$ cat src/rtl/rob_tag_alloc.sv
// ROB tag allocator: hands out non-zero rename tags from a circular pool,
// drives the register file dependency write on each grant, reclaims tags
// in order on ROB commit and resets the pool on a pipeline clear.
module rob_tag_alloc #(
    parameter int unsigned ROB_WIDTH = 4
) (
    input  logic                 clk_in,
    input  logic                 rst_in,
    input  logic                 rdy_in,
    input  logic                 clr_in,
    input  logic                 iu_req,
    input  logic [4:0]           iu_rd_id,
    output logic                 iu_grant,
    output logic [ROB_WIDTH-1:0] iu_tag,
    output logic                 rf_issue_ready,
    output logic [4:0]           rf_issue_rd_id,
    output logic [ROB_WIDTH-1:0] rf_issue_rob_idx,
    input  logic                 rob_commit,
    input  logic [ROB_WIDTH-1:0] rob_commit_idx,
    output logic [ROB_WIDTH-1:0] head_tag,
    output logic [ROB_WIDTH-1:0] free_cnt,
    output logic                 full,
    output logic                 empty,
    output logic                 err
);

    // Pool size; tag 0 is reserved as the "no dependency" value.
    localparam logic [ROB_WIDTH-1:0] PoolSize = {ROB_WIDTH{1'b1}};
    localparam logic [ROB_WIDTH-1:0] FirstTag = ROB_WIDTH'(1);

    logic [ROB_WIDTH-1:0] head_q, head_d;
    logic [ROB_WIDTH-1:0] tail_q, tail_d;
    logic [ROB_WIDTH-1:0] cnt_q, cnt_d;
    logic                 err_q, err_d;

    logic active;
    logic grant;
    logic commit_ok;
    logic commit_bad;

    // Circular advance that skips tag 0.
    function automatic logic [ROB_WIDTH-1:0] next_ptr(input logic [ROB_WIDTH-1:0] p);
        return (p == PoolSize) ? FirstTag : p + FirstTag;
    endfunction

    // Grant/commit qualification from registered state and current inputs.
    always_comb begin
        active     = rdy_in & ~clr_in;
        grant      = iu_req & active & (cnt_q != PoolSize);
        commit_ok  = rob_commit & active & (cnt_q != '0) & (rob_commit_idx == head_q);
        commit_bad = rob_commit & active & ~commit_ok;
    end

    // Next-state: clear wins, otherwise pointers and count follow grant/commit.
    always_comb begin
        head_d = head_q;
        tail_d = tail_q;
        cnt_d  = cnt_q;
        err_d  = err_q | commit_bad;
        if (rdy_in && clr_in) begin
            head_d = FirstTag;
            tail_d = FirstTag;
            cnt_d  = '0;
        end else begin
            if (grant) begin
                tail_d = next_ptr(tail_q);
            end
            if (commit_ok) begin
                head_d = next_ptr(head_q);
            end
            // Simultaneous grant and commit leave the count unchanged.
            if (grant && !commit_ok) begin
                cnt_d = cnt_q + FirstTag;
            end else if (!grant && commit_ok) begin
                cnt_d = cnt_q - FirstTag;
            end
        end
    end

    // State registers with asynchronous reset.
    always_ff @(posedge clk_in or posedge rst_in) begin
        if (rst_in) begin
            head_q <= FirstTag;
            tail_q <= FirstTag;
            cnt_q  <= '0;
            err_q  <= 1'b0;
        end else begin
            head_q <= head_d;
            tail_q <= tail_d;
            cnt_q  <= cnt_d;
            err_q  <= err_d;
        end
    end

    // Issue and status outputs.
    always_comb begin
        iu_grant         = grant;
        iu_tag           = tail_q;
        rf_issue_ready   = grant;
        rf_issue_rd_id   = iu_rd_id;
        rf_issue_rob_idx = tail_q;
        head_tag         = head_q;
        free_cnt         = PoolSize - cnt_q;
        full             = (cnt_q == PoolSize);
        empty            = (cnt_q == '0);
        err              = err_q;
    end

endmodule

$ cat config.mk
export PLATFORM = sky130hd
export DESIGN_NAME = rob_tag_alloc
export DESIGN_NICKNAME = d
export VERILOG_FILES = /design/src/rtl/rob_tag_alloc.sv
export SDC_FILE = /design/constraint.sdc
export NUM_CORES = 1
export LEC_CHECK = 0
export ABC_AREA = 1
export CAP_MARGIN = 20
export CELL_PAD_IN_SITES_DETAIL_PLACEMENT = 1
export CELL_PAD_IN_SITES_GLOBAL_PLACEMENT = 1
export CORE_UTILIZATION = 31
export CTS_CLUSTER_DIAMETER = 30
export DETAILED_ROUTE_END_ITERATION = 8
export PLACE_DENSITY = 0.89
export SETUP_SLACK_MARGIN = 0.1
export SYNTH_ARGS = -nofsm -noshare
export SYNTH_HDL_FRONTEND = slang
export SYNTH_SLANG_ARGS = --single-unit
$ cat constraint.sdc
create_clock -name clk_in -period 2.5 [get_ports clk_in]
set_input_delay 0.5 -clock clk_in [delete_from_list [all_inputs] [get_ports clk_in]]
set_output_delay 0.5 -clock clk_in [all_outputs]
set_load 0.01 [all_outputs]
==> key figures <==
Status
  • Outcome: completed

Route
  • Iter 0 DRT Violations: 32
  • Detailed Route WL: 2870 um
  • Via count: 999
  • Final antenna-violating net count: 0
  • Post-route DRC: 0
  • Wire length per cell: 13.5 um
  • Drt pass-1 iters: 2
  • Vias per inst: 4.69

Synth
  • EDFF count, synth: 0
  • Ys async rst share: 1.00
  • Adder and majority gate portion of the synthesized area: 0.0653
  • Simple-gate share of the synthesized area: 0.386
  • Syn. warnings: 0
  • Cell variety after synth: 28
  • Share of the synthesized area in the top cell type: 0.256
  • Syn Inst Count: 138
  • Post-Syn Nets: 158
  • Primary FF master, synth: dfrtp_1
  • Seq cells post-synth: 13
  • Post-synth top area cell: dfrtp_1
  • Syn avg cell area: 7.78 um^2
  • Synth Area in XOR/XNOR: 0.0163
  • Register area share after synthesis: 0.305
  • Post-Syn Area: 1070 um^2
  • Fraction of synthesized area in multiplexers: 0
  • Largest family of logic cells by synthesized area: simple AND/OR/NAND/NOR gates
  • Top cells by area, synth: dfrtp_1 26%, nand2_1 10%, buf_4 7.0%, inv_1 6.6%, dfstp_2 4.9%
  • Compound-gate portion of the synthesized area: 0.0641

Clocking
  • Hold-fix buffers at CTS: 0
  • Post-CTS setup buffer count: 0
  • Root Driver: clkbuf_4
  • Worst-Skew Late Latency: 290 ps
  • Buffer depth of the longest clock path: 2
  • Post-CTS sizing: 3
  • TritonCTS clock tree: yes
  • # H-tree levels: 1
  • Clock slew at reported path FFs: 100 ps
  • Num CTS Buffers: 3
  • CTS Sinks: 13

Place
  • Dpl hpwl: 2370 um
  • GPL Wtd Cong: 0.770
  • Pre-CTS setup slack: -109 ps
  • IO Port Bufs: 30
  • Placed instance count: 209

Floorplan
  • Die Span Y: 60.8 um
  • Row count: 21
  • Die X: 60.8 um
  • Core footprint: 3340 um^2
  • Die footprint: 3700 um^2
  • Top Ports: 41
  • Initial core utilization: 0.322

Worst setup path
  • CP Cell Sequence: clkdlybuf4s50_1 -> nand2_1 -> nor2_2 -> nand2_4 -> inv_4 -> nand2_8 -> ha_1 -> a21oi_1 -> nand2_1 -> nand2_1 -> nand2_1 -> inv_1 -> nand2_2 -> nand3_2 -> nand2_1
  • CP endpoint kind: flip-flop
  • CP max FO: 5
  • CP max-delay cell: clkdlybuf4s50_1
  • CP required: 2690 ps
  • WP data arrival: 2410 ps
  • Crit path max-delay family: simple AND/OR/NAND/NOR gates
  • Critical Path Max Stage Delay: 520 ps
  • Crit path buffers/inverters: 3
  • Most common cell on crit path: nand2_1
  • Crit start category: primary input
  • Worst setup path class: primary input to flip-flop

Global routing
  • Initial antenna violation count: 0
  • First-pass GRT wire length: 4510 um
  • Number of global-route vias before repair: 1,050
  • Largest net degree at the start of global routing: 14
  • GRT overflow: 0
  • Total track usage: 0.173

STA
  • Final hold violation count: 0
  • Unrepaired setup endpoints after global routing: false
  • Hold Worst Slack: 499 ps
  • Max Clock Freq: 450 MHz
  • Worst-case clock skew: 11.8 ps
  • Final slew viol count: 0
  • Final Setup Violations: 0
  • Setup TNS Final: 0 ps
  • Rel. slew slack: 0.649
  • Crit share post-route: 0.888
  • Period minus WS final: 2220 ps
  • Worst Tran Pin Value: 526 ps
  • Final worst setup slack: 280 ps

Flow run
  • MaxCap Viol Count: 0

Power
  • Leak: 0.701 nW
  • Max IR drop VDD: 0.000145 V
  • PwrDens: 508 nW/um^2

Worst hold path
  • Worst min-delay path category: flip-flop to flip-flop

Final layout
  • Most frequent cells in the layout: 29 x nand2_1, 28 x clkdlybuf4s50_1, 19 x inv_1, 11 x dfrtp_1, 10 x nand3_1
  • Post-Layout Cell Count: 213
  • Final core occ: 0.427
  • Fraction of layout cells with a size suffix above 1: 0.204
  • Most common cell after layout, fill and taps aside: nand2_1
  • Post-layout net count: 188
  • Ant. Diodes: 0
  • Area delta synth->final: 32.6%
-- worst register-to-register path: cells and delay by family, from the launching register on --
kind,cells,cell delay [ps]
compound gates,1,200
fa+ha+maj,1,250
buf+inv,2,130
flops,1,590
simple gates,11,840
-- path summary, 6_finish.rpt --
kind	start	endpoint	slack [ps]	depth (start not counted)
hold / removal	err$_DFF_PP0_	err$_DFF_PP0_	500	1
setup reg to reg	head_tag[0]$_DFFE_PP1P_	cnt_q[3]$_DFFE_PP0P_	410	15
setup / recovery	rdy_in	cnt_q[3]$_DFFE_PP0P_	280	15
max in group asynchronous	rst_in	head_tag[0]$_DFFE_PP1P_	1580	2
min in group asynchronous	rst_in	iu_tag[3]$_DFFE_PP0P_	540	2
hold reg to reg	err$_DFF_PP0_	err$_DFF_PP0_	500	1
-- kinds of logic (layout without fill, tap and decap cells) --
family,Yosys count,in the layout
and+or+nand+nor,69,69
xor gates and xnor gates,2,2
DFF,13,13
AOI/OAI and AO/OA,13,13
buffers and inverters,36,65
adders and majority gates,5,5
-- per-stage QoR --
| stage | area, um^2 | power, W |
|---|---|---|
| finish | 1420 | 0.000723 |
| global route | 1420 | 0.000771 |
| CTS | 1420 | 0.000728 |
| detailed placement | 1400 | 0.000589 |
| global placement | 1400 | 0.000566 |
| floorplan | 1070 | 0.000459 |
-- cells in the mapped netlist, drive strengths merged (2+ instances only) --
cell    n
a21oi   3
nand2  40
nand4   5
nor2   11
o21ai   8
dfstp   2
buf    10
ha      4
nand3  13
dfrtp  11
inv    24
-- registers in the layout, indices dropped and copies added (netlist names) --
register,flops
cnt_q,4
err,1
iu_tag,4
head_tag,4
-- layer usage --
metal  GRT usage  vias to the layer above  part of all wire
li1            -                      485                 -
met1       0.171                      483              0.39
met2       0.338                       24              0.54
met3      0.0277                        7             0.040
met4      0.0942                        0             0.025
met5           0                        -                 0
-- layout make-up --
| class | instances | area (um^2) |
|---|---|---|
| Tap cell | 46 | 57.6 |
| Timing Repair Buffer | 36 | 343 |
| Inverter | 25 | 96.3 |
| Clock buffer | 4 | 26.3 |
| Fill cell | 426 | 1910 |
| Multi-Input combinational cell | 89 | 573 |
| Sequential cell | 13 | 328 |
-- power breakdown --
| part | total (W) | internal [W] | switching [W] |
|---|---|---|---|
| registers | 0.000272 | 0.000237 | 0.0000353 |
| clock network | 0.000142 | 0.0000621 | 0.0000800 |
| logic | 0.000309 | 0.000149 | 0.000160 |
Power figures use the tool's default switching activity.
